`config.mk`:
```
export PLATFORM = sky130hd
export DESIGN_NAME = dac_serializer
export DESIGN_NICKNAME = d
export VERILOG_FILES = /design/src/rtl/dac_serializer_pkg.sv /design/src/rtl/dac_serializer_sclk_phase_ctr.sv /design/src/rtl/dac_serializer.sv
export SDC_FILE = /design/constraint.sdc
export NUM_CORES = 1
export LEC_CHECK = 0
export ABC_AREA = 1
export BUFFER_PORTS_ARGS = -buffer_cell sky130_fd_sc_hd__buf_2
export CAP_MARGIN = 10
export CORE_MARGIN = 3
export CORE_UTILIZATION = 53
export DETAILED_ROUTE_END_ITERATION = 7
export GPL_TIMING_DRIVEN = 0
export PLACE_DENSITY_LB_ADDON = 0.05
export SYNTH_ARGS = -nofsm -noshare
export SYNTH_HDL_FRONTEND = slang
export SYNTH_SLANG_ARGS = --single-unit
```
`constraint.sdc`:
```
create_clock -name clk -period 1.67 [get_ports clk]
set_input_delay 0.2505 -clock clk [delete_from_list [all_inputs] [get_ports clk]]
set_output_delay 0.2505 -clock clk [all_outputs]
set_load 0.01 [all_outputs]
```
`src/rtl/dac_serializer_pkg.sv`:
```
// Shared types and constants for the SPI DAC frame serializer.
package dac_serializer_pkg;

    typedef enum logic [1:0] {
        ST_IDLE,
        ST_SETUP,
        ST_SHIFT,
        ST_GAP
    } state_t;

    localparam int FRAME_BITS = 16;
    localparam logic [3:0] CFG_BITS_DEFAULT = 4'b0011;
    localparam int CLK_DIV_MIN = 1;
    localparam int CLK_DIV_MAX = 255;

    function automatic bit clk_div_legal(input int div);
        return (div >= CLK_DIV_MIN) && (div <= CLK_DIV_MAX);
    endfunction

    function automatic logic [FRAME_BITS-1:0] frame_word(input logic [3:0] cfg,
                                                         input logic [7:0] sample);
        return {cfg, sample, 4'b0000};
    endfunction

endpackage

```
`src/rtl/dac_serializer_sclk_phase_ctr.sv`:
```
// Half-period timer: counts 0..CLK_DIV-1 and flags the final cycle of each phase.
module sclk_phase_ctr #(
    parameter int CLK_DIV = 4
) (
    input  logic clk,
    input  logic rst_n,
    input  logic restart,
    output logic phase_end
);

    logic [7:0] cnt;

    assign phase_end = (cnt == 8'(CLK_DIV - 1));

    always_ff @(posedge clk or negedge rst_n) begin
        if (!rst_n) begin
            cnt <= '0;
        end else if (restart || phase_end) begin
            cnt <= '0;
        end else begin
            cnt <= cnt + 8'd1;
        end
    end

endmodule

```
`src/rtl/dac_serializer.sv`:
```
// Shifts each 8-bit sample to an SPI DAC as a 16-bit frame, with a
// single-entry pending buffer and a sticky overrun flag.
module dac_serializer
    import dac_serializer_pkg::*;
#(
    parameter int         CLK_DIV  = 4,
    parameter logic [3:0] CFG_BITS = CFG_BITS_DEFAULT
) (
    input  logic        clk,
    input  logic        rst_n,
    input  logic [7:0]  sample_in,
    input  logic        sample_valid,
    input  logic        overrun_clr,
    output logic        dac_cs_n,
    output logic        dac_sclk,
    output logic        dac_din,
    output logic        busy,
    output logic        overrun,
    output logic [15:0] frames_sent
);

    if (!clk_div_legal(CLK_DIV)) begin : g_bad_clk_div
        $error("dac_serializer: CLK_DIV must be in 1..255");
    end

    state_t                state, state_nxt;
    logic [FRAME_BITS-1:0] shreg, shreg_nxt, word;
    logic [3:0]            bit_cnt, bit_cnt_nxt;
    logic [7:0]            pend_data, pend_data_nxt, start_sample;
    logic                  pend_full, pend_full_nxt;
    logic                  cs_nxt, sclk_nxt, din_nxt, busy_nxt, overrun_nxt;
    logic [15:0]           frames_nxt;
    logic                  start, absorb, overrun_set;
    logic                  restart, phase_end;

    assign restart = (state_nxt != state) || (state == ST_IDLE);

    sclk_phase_ctr #(.CLK_DIV(CLK_DIV)) u_phase (
        .clk       (clk),
        .rst_n     (rst_n),
        .restart   (restart),
        .phase_end (phase_end)
    );

    always_comb begin
        state_nxt     = state;
        shreg_nxt     = shreg;
        bit_cnt_nxt   = bit_cnt;
        pend_data_nxt = pend_data;
        pend_full_nxt = pend_full;
        cs_nxt        = dac_cs_n;
        sclk_nxt      = dac_sclk;
        din_nxt       = dac_din;
        frames_nxt    = frames_sent;
        start         = 1'b0;
        absorb        = 1'b0;
        overrun_set   = 1'b0;
        start_sample  = sample_in;
        word          = '0;

        case (state)
            ST_IDLE: begin
                if (pend_full) begin
                    start        = 1'b1;
                    start_sample = pend_data;
                    absorb       = 1'b1;
                    pend_full_nxt = 1'b0;
                end else if (sample_valid) begin
                    start = 1'b1;
                end
            end
            ST_SETUP: begin
                absorb = 1'b1;
                if (phase_end) begin
                    state_nxt = ST_SHIFT;
                    sclk_nxt  = 1'b1;
                end
            end
            ST_SHIFT: begin
                absorb = 1'b1;
                if (phase_end) begin
                    // Data moves on the falling edge so it is settled for the DAC's rising-edge sample.
                    if (dac_sclk) begin
                        sclk_nxt  = 1'b0;
                        shreg_nxt = shreg << 1;
                        din_nxt   = shreg[FRAME_BITS-2];
                    end else if (bit_cnt == 4'(FRAME_BITS - 1)) begin
                        state_nxt = ST_GAP;
                        cs_nxt    = 1'b1;
                        din_nxt   = 1'b0;
                    end else begin
                        sclk_nxt    = 1'b1;
                        bit_cnt_nxt = bit_cnt + 4'd1;
                    end
                end
            end
            ST_GAP: begin
                if (phase_end) begin
                    frames_nxt = frames_sent + 16'd1;
                    if (pend_full) begin
                        start         = 1'b1;
                        start_sample  = pend_data;
                        absorb        = 1'b1;
                        pend_full_nxt = 1'b0;
                    end else if (sample_valid) begin
                        start = 1'b1;
                    end else begin
                        state_nxt = ST_IDLE;
                    end
                end else begin
                    absorb = 1'b1;
                end
            end
            default: state_nxt = ST_IDLE;
        endcase

        // A handed-off pending slot counts as empty, so a same-cycle sample refills it without overrun.
        if (absorb && sample_valid) begin
            overrun_set   = pend_full_nxt;
            pend_full_nxt = 1'b1;
            pend_data_nxt = sample_in;
        end

        if (start) begin
            word        = frame_word(CFG_BITS, start_sample);
            state_nxt   = ST_SETUP;
            shreg_nxt   = word;
            bit_cnt_nxt = '0;
            cs_nxt      = 1'b0;
            sclk_nxt    = 1'b0;
            din_nxt     = word[FRAME_BITS-1];
        end

        overrun_nxt = overrun_set | (overrun & ~overrun_clr);
        busy_nxt    = (state_nxt != ST_IDLE) | pend_full_nxt;
    end

    always_ff @(posedge clk or negedge rst_n) begin
        if (!rst_n) begin
            state       <= ST_IDLE;
            shreg       <= '0;
            bit_cnt     <= '0;
            pend_data   <= '0;
            pend_full   <= 1'b0;
            dac_cs_n    <= 1'b1;
            dac_sclk    <= 1'b0;
            dac_din     <= 1'b0;
            busy        <= 1'b0;
            overrun     <= 1'b0;
            frames_sent <= '0;
        end else begin
            state       <= state_nxt;
            shreg       <= shreg_nxt;
            bit_cnt     <= bit_cnt_nxt;
            pend_data   <= pend_data_nxt;
            pend_full   <= pend_full_nxt;
            dac_cs_n    <= cs_nxt;
            dac_sclk    <= sclk_nxt;
            dac_din     <= din_nxt;
            busy        <= busy_nxt;
            overrun     <= overrun_nxt;
            frames_sent <= frames_nxt;
        end
    end

endmodule

```
==> flow_summary.yaml, run 1 <==
run_status:
  status: "complete, but fails checks"
  violations: "negative setup slack"
power_and_ir_drop:
  p_seq_share_pct: 59.7
  intPower_mw: 1.762
  ir_drop_uv: 459.1
  swShare_pct: 24.12
  cellLeakagePower_nw: 2.055
  power_density_mw_per_mm2: 583.4
  combPwrFrac_pct: 5.0
  pwr-share-clk_pct: 35.3
  netSwitchingPower_uw: 560.1
clock_network:
  clk_latency_ns: 0.32
  root_buffer: "clkbuf_8"
  cts_sinks: 55
  cts_tree: "done"
  cts_buffers: 5
  path_clk_slew_ns: 0.10
  cts_buffer_depth: 2
  htreeDepth: 2
layout:
  drive_gt1_share_pct: 37.75
  fin_nets: 418
  syn_to_final_growth_pct: 30.37
  diodes: 0
  stdcell_area_mm2: 0.003980
drt:
  viasPerCell: 5.095
  drc: 0
  routed_wl_mm: 6.448
  ant_nets: 0
  drt-pass1-iter-count: 4
  vias: 2405
  wl_per_cell_um: 13.66
  drtIter0Drc: 69
die:
  core-area_mm2: 0.005540
  num_rows: 27
  io_pins: 33
  die_area_mm2: 0.006707
  start_util_pct: 55.10
  die_w_um: 81.90
  die_h_um: 81.90
sta:
  finalHoldViolCount: 0
  rsz0062_at_grt: "true"
  fin_crit_sh_pct: 107.3
  fmax_mhz: 558.1
  post-route-min-period_ns: 1.792
  clock_skew_ns: 0.008496
  setup_slack_ns: -0.1218
  hold_ws_ns: 0.1028
  drv_slew: 0
  slew_headroom_pct: 63.45
  setup_tns_ns: -2.366
  finalSetupViolations: 37
  worst_pin_slew_ns: 0.5483
worst_setup_path:
  ff2ff_setup_slack_ns: -0.12
  crit_cells: 9
  cp.arrival_ns: 2.00
  worstSetupStartpoint: "pend_full"
  crit_type: "reg -> reg"
  r2r-start: "pend_full"
  worst-r2r-cell-count: 9
  worstSetupEndpoint: "shreg[14]"
  critical_path_buf_inv_count: 4
  worst_setup_path_start_kind: "register"
  cpPeakStageDelay_ns: 0.39
  path_cells: "buf_6, or2_0, nor3b_4, nand2_4, buf_12, o31ai_4, buf_6, a31oi_1, inv_1"
  cp_common_cell: "buf_6"
  worstPathRequired_ns: 1.88
  path_delay_family: "buffers and inverters"
  worst_r2r_endpoint: "shreg[14]"
  slowest_stage: "dfrtp_1"
  critPathMaxFanout: 10
  cp-end-kind: "register"
synth:
  synth_top_family_by_area: "simple AND/OR/NAND/NOR gates"
  netlist.area_leader.share_pct: 44.26
  synth_warnings: 0
  syn-num-nets: 349
  synth_mux_area_share_pct: 1.967
  syn_area_mm2: 0.003053
  yosys.area_share.simple_pct: 26.56
  synth-seq-area-share_pct: 45.12
  synth_edf_count: 0
  ys_ff_latch: 55
  synth_fa_ha_area_share_pct: 2.869
  synthCells: 330
  netlist-cell-type-count: 43
  synth_xor_area_share_pct: 5.738
  synthTopCellsByArea: "dfrtp_1 (44%), nand2_1 (8.6%), inv_1 (5.3%), nor3_2 (3.3%), xor2_1 (3.2%)"
  synth_compound_area_share_pct: 10.25
  ys_top_cells_by_count: "nand2_1 (70), dfrtp_1 (54), inv_1 (43), nor2_1 (22), o21ai_0 (15)"
  synth_top_area_cell: "dfrtp_1"
  avgSynthCellArea_um2: 9.251
  synth_ff_type: "dfrtp_1"
  synthArstFlopShare_pct: 100.0
  yosysMostFrequentCell: "nand2_1"
flow_run:
  drv_cap: 0
grt:
  grt_pass1_vias: 2194
  grt-ovfl-total: 0
  grt_pass1_wl_mm: 10.37
  grt_max_degree: 56
  grt_usage_pct: 19.90
  antenna_found_initial: 0
placement:
  dp.final_hpwl_mm: 4.073
  place_area_mm2: 0.003318
  gp_congestion: 0.7956
  portBuffers: 32
hold_path:
  hold_path_class: "in -> reg"
==> stage by stage <==
step	worst slack [ns]	utilization [%]	instances	power [mW]
after floorplan	0.002271	-	330	1.453
after global placement	-0.2073	59.89	434	1.504
after detailed placement	-0.2267	59.89	434	1.508
after CTS	-0.1056	66.55	462	2.335
after global routing	-0.2180	71.84	472	2.431
final	-0.1218	71.84	472	2.322
==> placed cells by master, fill, tap and decap left out, drive strengths merged, types with 3 or more instances in the layout <==
master	synthesis	final
nor4	4	4
buf	5	63
dfrtp	54	54
nor2	26	26
nand2	77	78
inv	47	47
o21ai	28	28
ha	7	7
mux2i	6	6
nor3	11	11
xor2	11	11
clkbuf	0	8
a21oi	13	13
nand4	5	5
o211ai	3	3
nand3	12	12
xnor2	9	9
==> power by group through the flow <==
stage | Clock (mW) | Sequential, mW | Combinational, mW
5_1_grt | 0.904 | 1.39 | 0.136
3_3_place_gp | 0 | 1.41 | 0.0968
3_5_place_dp | 0 | 1.41 | 0.0994
2_1_floorplan | 0 | 1.41 | 0.0452
6_report | 0.820 | 1.39 | 0.117
4_1_cts | 0.851 | 1.38 | 0.102
==> worst min-delay path by stage <==
stage | cells past startpoint | endpoint | slack (ns) | from
floorplan | 0 | bit_cnt[0] | -0.05 | rst_n
global placement | 2 | overrun | 0.44 | overrun_clr
detailed placement | 2 | overrun | 0.44 | overrun_clr
CTS | 2 | overrun | 0.09 | overrun_clr
global route | 2 | overrun | 0.11 | overrun_clr
finish | 2 | overrun | 0.10 | overrun_clr
==> logic make-up (layout without fill, tap and decap cells) <==
| family | Yosys count | after routing |
|---|---|---|
| AOI/OAI and AO/OA | 49 | 49 |
| xor gates and xnor gates | 20 | 20 |
| adders and majority gates | 7 | 7 |
| buffers and inverters | 52 | 121 |
| DFF | 55 | 55 |
| muxes | 6 | 6 |
| and+or+nand+nor | 141 | 142 |
==> layer usage <==
layer	track usage [%]	up-vias	share of wire [%]
li1	-	1205	-
met1	27.41	1153	47
met2	32.39	38	48
met3	4.276	9	3.4
met4	3.987	0	1.1
met5	0	-	0
==> flip-flops by register name, indices dropped and copies added (netlist names) <==
register and cells:
u_phase.cnt 8, state 2, dac_sclk 1, shreg 11
busy 1, frames_sent 16, pend_full 1, bit_cnt 4
overrun 1, dac_cs_n 1, pend_data 8, dac_din 1
==> layout make-up <==
type	instances	area (um2)
Tap cell	72	90.09
Sequential cell	55	1380
Inverter	47	187.7
Fill cell	418	1560
Buffer	5	82.58
Timing Repair Buffer	61	467.9
Clock inverter	2	20.02
Multi-Input combinational cell	224	1669
Clock buffer	6	82.58
==> timing repair <==
item,CTS,global route
pin swaps,10,9
cloned,1,2
hold buffers,0,1
endpoints found under the hold margin,0,23
setup endpoints to repair,45,47
setup buffers,19,7
resized for setup,23,38
Power figures use the tool's default switching activity.
==> run 2: changes to the inputs <==
--- a/config.mk
+++ b/config.mk
@@ -12,6 +12,7 @@
 export CORE_UTILIZATION = 53
 export DETAILED_ROUTE_END_ITERATION = 7
 export GPL_TIMING_DRIVEN = 0
+export MAX_ROUTING_LAYER = met4
 export PLACE_DENSITY_LB_ADDON = 0.05
 export SYNTH_ARGS = -nofsm -noshare
 export SYNTH_HDL_FRONTEND = slang
==> run 2 against run 1 <==
Net effect: the flow still finishes with violations (negative setup slack); non-clock buffer count did not move; wire length down 0.11%; clock-buffer cell count did not move; sequential cell count did not move; hold slack worse by 0.0045 ns; first-iteration DRC count rose by 10%; final cell count unchanged; global-route usage rose by 0.55 points; largest power group unchanged.
==> flow_summary.yaml, run 2 (same netlist as run 1, synthesis figures left out) <==
worst_setup_path:
  cpPeakStageDelay_ns: 0.47
  worst_setup_path_start_kind: "register"
  worstSetupStartpoint: "state[0]"
  critical_path_buf_inv_count: 2
  slowest_stage: "dfrtp_2"
  crit_cells: 8
  r2r-start: "state[0]"
  worstSetupEndpoint: "u_phase.cnt[1]"
  crit_type: "reg -> reg"
  worst-r2r-cell-count: 8
  cp-end-kind: "register"
  cp.arrival_ns: 2.03
  path_cells: "inv_4, ha_4, nor3b_4, nand2_4, buf_12, nand4_2, nand3_4, nor3_4"
  worstPathRequired_ns: 1.91
  path_delay_family: "simple AND/OR/NAND/NOR gates"
  critPathMaxFanout: 8
  worst_r2r_endpoint: "u_phase.cnt[1]"
  ff2ff_setup_slack_ns: -0.12
die:
  core-area_mm2: 0.005540
  start_util_pct: 55.10
  num_rows: 27
  die_w_um: 81.90
  io_pins: 33
  die_area_mm2: 0.006707
  die_h_um: 81.90
drt:
  drc: 0
  routed_wl_mm: 6.441
  drtIter0Drc: 76
  drt-pass1-iter-count: 4
  ant_nets: 0
  wl_per_cell_um: 13.65
  viasPerCell: 5.104
  vias: 2409
sta:
  slew_headroom_pct: 64.62
  post-route-min-period_ns: 1.793
  fin_crit_sh_pct: 107.4
  drv_slew: 0
  rsz0062_at_grt: "true"
  setup_slack_ns: -0.1229
  finalSetupViolations: 37
  hold_ws_ns: 0.09833
  finalHoldViolCount: 0
  fmax_mhz: 557.7
  clock_skew_ns: 0.008110
  setup_tns_ns: -2.392
  worst_pin_slew_ns: 0.5307
layout:
  fin_nets: 418
  final_common_cell: "nand2_1"
  syn_to_final_growth_pct: 30.37
  nFillCells: 418
  top_regs: "frames_sent: 16 flops, shreg: 11 flops"
  regMostFlops: "frames_sent"
  diodes: 0
  stdcell_area_mm2: 0.003980
  final_cell_mix: "nand2_1 (66), dfrtp_1 (52), inv_1 (39)"
  drive_gt1_share_pct: 37.75
  fin_cells: 472
  largest_reg_flops: 16
run_status:
  status: "complete, but fails checks"
  violations: "negative setup slack"
grt:
  grt_max_degree: 56
  grt_pass1_wl_mm: 10.36
  grt-ovfl-total: 0
  grt_usage_pct: 20.45
  antenna_found_initial: 0
  grt_pass1_vias: 2202
clock_network:
  cts_tree: "done"
  cts_buffers: 5
  cts_sinks: 55
  cts_buffer_depth: 2
  htreeDepth: 2
  path_clk_slew_ns: 0.10
  clk_latency_ns: 0.32
  root_buffer: "clkbuf_8"
power_and_ir_drop:
  ir_drop_uv: 459.0
  cellLeakagePower_nw: 2.055
  finalPower_mw: 2.325
  power_density_mw_per_mm2: 584.2
flow_run:
  drv_cap: 0
placement:
  placedCellCount: 434
  dp.final_hpwl_mm: 4.073
  gp_congestion: 0.8069
  place_area_mm2: 0.003318
  portBuffers: 32
hold_path:
  hold_path_class: "in -> reg"
==> run 2: cell counts in the layout (fill, tap and decap cells not counted) <==
No cell type changed its count.
==> run 2: worst register-to-register path: stages (launching register included) <==
cell and delay (ns):
dfrtp_2 0.47, inv_4 0.09, ha_4 0.21, nor3b_4 0.23, nand2_4 0.12, buf_12 0.16, nand4_2 0.10, nand3_4 0.18
nor3_4 0.16
==> run 2: repair_timing <==
item                                    4_1_cts  5_1_grt
cloned                                        1        2
endpoints found under the hold margin         0       22
setup buffers                                19        7
pin swaps                                    10        9
hold buffers                                  0        1
resized for setup                            23       38
endpoints found under the setup margin       45       47
==> run 2: stage by stage <==
step | util, % | setup WS (ns)
CTS | 66.55 | -0.1056
global route | 71.84 | -0.2180
global placement | 59.89 | -0.2073
finish | 71.84 | -0.1229
detailed placement | 59.89 | -0.2267
floorplan | - | 0.002271
==> run 2: final cells by class <==
| class | instances | area, um2 | area share, % |
|---|---|---|---|
| tap | 72 | 90.09 | 2.263 |
| timing repair buffer | 61 | 467.9 | 11.76 |
| multi-input combinational | 224 | 1669 | 41.94 |
| buffer | 5 | 82.58 | 2.075 |
| sequential | 55 | 1380 | 34.67 |
| clock buffer | 6 | 82.58 | 2.075 |
| clock inverter | 2 | 20.02 | 0.5030 |
| inverter | 47 | 187.7 | 4.715 |
==> run 2: report_power, final <==
part / switching [mW] / total, mW / internal [mW] / leakage, nW
combinational: 0.0693 / 0.117 / 0.0476 / 1.31
sequential: 0.0217 / 1.39 / 1.36 / 0.693
clock: 0.472 / 0.823 / 0.351 / 0.0533
==> run 2: worst min-delay path by stage <==
stage                      from    endpoint  slack (ns)  cells after the start
floorplan                 rst_n  bit_cnt[0]       -0.05                      0
global placement    overrun_clr     overrun        0.44                      2
detailed placement  overrun_clr     overrun        0.44                      2
CTS                 overrun_clr     overrun        0.09                      2
global route        overrun_clr     overrun        0.11                      2
finish              overrun_clr     overrun         0.1                      2
==> run 2: routing by layer <==
layer / vias up / share of wire (%) / global-route usage [%] / routed length [um]
met4: 0 / 1.1 / 3.987 / 69
met2: 41 / 49 / 32.47 / 3125
met5: - / 0 / - / 0
met1: 1152 / 47 / 27.27 / 3019
met3: 9 / 3.5 / 4.276 / 226
li1: 1207 / - / - / -
==> run 3: changes to the inputs <==
--- a/config.mk
+++ b/config.mk
@@ -5,11 +5,10 @@
 export SDC_FILE = /design/constraint.sdc
 export NUM_CORES = 1
 export LEC_CHECK = 0
-export ABC_AREA = 1
 export BUFFER_PORTS_ARGS = -buffer_cell sky130_fd_sc_hd__buf_2
 export CAP_MARGIN = 10
 export CORE_MARGIN = 3
-export CORE_UTILIZATION = 53
+export CORE_UTILIZATION = 52
 export DETAILED_ROUTE_END_ITERATION = 7
 export GPL_TIMING_DRIVEN = 0
 export MAX_ROUTING_LAYER = met4
==> run 3 against run 2 <==
Net effect: the flow still finishes with violations (negative setup slack); synthesized cell count down 25%; synthesized area shrank 9.8%; sequential power grew 40%; largest power group is now combinational cells.
==> flow_summary.yaml, run 3 <==
run_status:
  violations: "negative setup slack"
  status: "complete, but fails checks"
layout:
  nFillCells: 247
  multi_input_area_mm2: 0.001813
  seqCellArea_mm2: 0.001380
  fin_nets: 351
  largest_reg_flops: 16
  regMostFlops: "frames_sent"
  syn_to_final_growth_pct: 50.30
  drive_gt1_share_pct: 50.75
  diodes: 0
  top_regs: "frames_sent: 16 flops, shreg: 11 flops"
  final_common_cell: "dfrtp_1"
  final_cell_mix: "dfrtp_1 (52), buf_2 (32), buf_4 (31)"
sta:
  drv_slew: 0
  setup_tns_ns: -17.36
  setup_slack_ns: -0.4734
  rsz0062_at_grt: "true"
  finalSetupViolations: 53
  finalHoldViolCount: 0
  fmax_mhz: 466.6
  fin_crit_sh_pct: 128.3
  clock_skew_ns: 0.01160
  slew_headroom_pct: 56.68
  worst_pin_slew_ns: 0.6468
  post-route-min-period_ns: 2.143
clock_network:
  cts_sinks: 55
  cts_buffer_depth: 2
  htreeDepth: 2
  cts_buffers: 5
  cts_tree: "done"
  clk_latency_ns: 0.32
  path_clk_slew_ns: 0.10
  root_buffer: "clkbuf_8"
die:
  num_rows: 25
  start_util_pct: 56.08
  io_pins: 33
  die_w_um: 78.78
  die_h_um: 78.78
  die_area_mm2: 0.006206
  core-area_mm2: 0.004911
drt:
  routed_wl_mm: 7.834
  viasPerCell: 5.925
  vias: 2370
  drc: 0
  drt-pass1-iter-count: 4
  drtIter0Drc: 102
  ant_nets: 0
  wl_per_cell_um: 19.59
power_and_ir_drop:
  power_density_mw_per_mm2: 1461
  finalPower_mw: 6.048
  cellLeakagePower_nw: 1.854
  ir_drop_uv: 972.0
worst_setup_path:
  worst_setup_path_start_kind: "register"
  cp-end-kind: "register"
  crit_type: "reg -> reg"
  critPathMaxFanout: 5
  cp.arrival_ns: 2.34
  worstPathRequired_ns: 1.87
grt:
  antenna_found_initial: 0
  grt_pass1_vias: 2280
  grt_usage_pct: 23.58
  grt-ovfl-total: 0
  grt_max_degree: 56
  grt_pass1_wl_mm: 11.27
synth:
  synthTopCellsByArea: "dfrtp_1 (49%), mux2i_1 (4.0%), xor2_1 (3.8%), mux2_2 (3.7%), xnor2_1 (3.5%)"
  synth_edf_count: 0
  synth_warnings: 0
  synthArstFlopShare_pct: 100.0
  synthCells: 248
  yosysMostFrequentCell: "dfrtp_1"
  netlist.area_leader.share_pct: 49.07
  synth-seq-area-share_pct: 50.02
  synth_top_area_cell: "dfrtp_1"
  synth_ff_type: "dfrtp_1"
  netlist-cell-type-count: 47
  avgSynthCellArea_um2: 11.10
  syn_area_mm2: 0.002754
  ys_top_cells_by_count: "dfrtp_1 (54), nor2_1 (18), nand2_1 (14), a21oi_1 (13), nand3_1 (13)"
  ys_ff_latch: 55
  syn-num-nets: 267
placement:
  gp_congestion: 0.9305
  portBuffers: 31
  dp.final_hpwl_mm: 3.917
flow_run:
  drv_cap: 0
hold_path:
  hold_path_class: "in -> reg"
-- run 3: changes by cell type after synthesis, moves of 7 or more --
cell / change
a221oi_1: +8
o21ai_0: -12
inv_1: -37
mux2_2: +9
nor3_2: -9
a21oi_1: +7
nand2_1: -56
o21ai_1: -11
-- run 3: final cells by class --
cell class / count / share of cell area [%]
inverters: 6 / 0.5441
flip-flops and latches: 55 / 33.34
well taps: 67 / 2.025
repair buffers: 78 / 15.15
plain buffers: 9 / 2.630
clock buffers: 7 / 2.328
multi-input cells: 177 / 43.80
clock inverters: 1 / 0.1814
-- run 3: critical path, stage by stage (launching register included) --
cell and delay (ns):
dfrtp_2 0.45, nor4_4 0.40, buf_4 0.21, a21boi_4 0.08, o41ai_4 0.32, o311ai_4 0.17
or3b_1 0.40
-- run 3: cells by family after synthesis --
| group | Yosys count | share of synthesized area [%] |
|---|---|---|
| AO/OA/AOI/OAI | 41 | 11.04 |
| buffers and inverters | 16 | 2.771 |
| multiplexers | 20 | 7.679 |
| flip-flops | 55 | 50.02 |
| AND/OR/NAND/NOR | 86 | 17.99 |
| XOR/XNOR | 23 | 7.315 |
| adder cells (fa/ha/maj) | 7 | 3.180 |
-- run 3: path summary, 6_finish.rpt --
path                                       from              end  cells past startpoint  slack (ns)
max in group asynchronous                 rst_n         dac_cs_n                      3        0.69
worst max register to register   u_phase.cnt[2]             busy                      6       -0.47
worst max-delay path             u_phase.cnt[2]             busy                      6       -0.47
min in group asynchronous                 rst_n   frames_sent[4]                      2        0.38
worst min-delay path                overrun_clr          overrun                      2        0.11
worst min register to register  frames_sent[15]  frames_sent[15]                      1        0.47
-- run 3: repair_timing --
action	4_1_cts	5_1_grt
endpoints found under the hold margin	0	13
buffers inserted	30	14
pin swaps	20	19
resized for setup	56	46
hold buffers	0	1
cloned	1	1
setup endpoints to repair	53	54
-- run 3: through the flow --
step | hold WS [ns] | worst slack [ns] | utilization (%) | instances | cell area [um2]
after floorplan | -0.04509 | -0.2974 | - | 248 | 2854
after global placement | 0.4371 | -0.6553 | 62.98 | 346 | 3093
after detailed placement | 0.4405 | -0.6478 | 62.98 | 346 | 3093
after CTS | 0.1054 | -0.3280 | 76.36 | 385 | 3750
after global routing | 0.1169 | -0.5088 | 84.28 | 400 | 4139
final | 0.1094 | -0.4734 | 84.28 | 400 | 4139
-- run 3: per-layer routing --
layer / share of wire (%) / GRT usage [%] / vias up
met5: 0 / - / -
met4: 2.9 / 6.294 / 0
met3: 3.4 / 4.535 / 21
met2: 50 / 37.44 / 61
met1: 44 / 31.32 / 1209
li1: - / - / 1079
-- run 3: report_power, final --
group / internal, mW / switching [mW] / leakage, nW
Clock: 0.378 / 0.434 / 0.0505
Sequential: 1.63 / 0.310 / 0.700
Combinational: 1.61 / 1.68 / 1.10
Total: 3.62 / 2.43 / 1.85
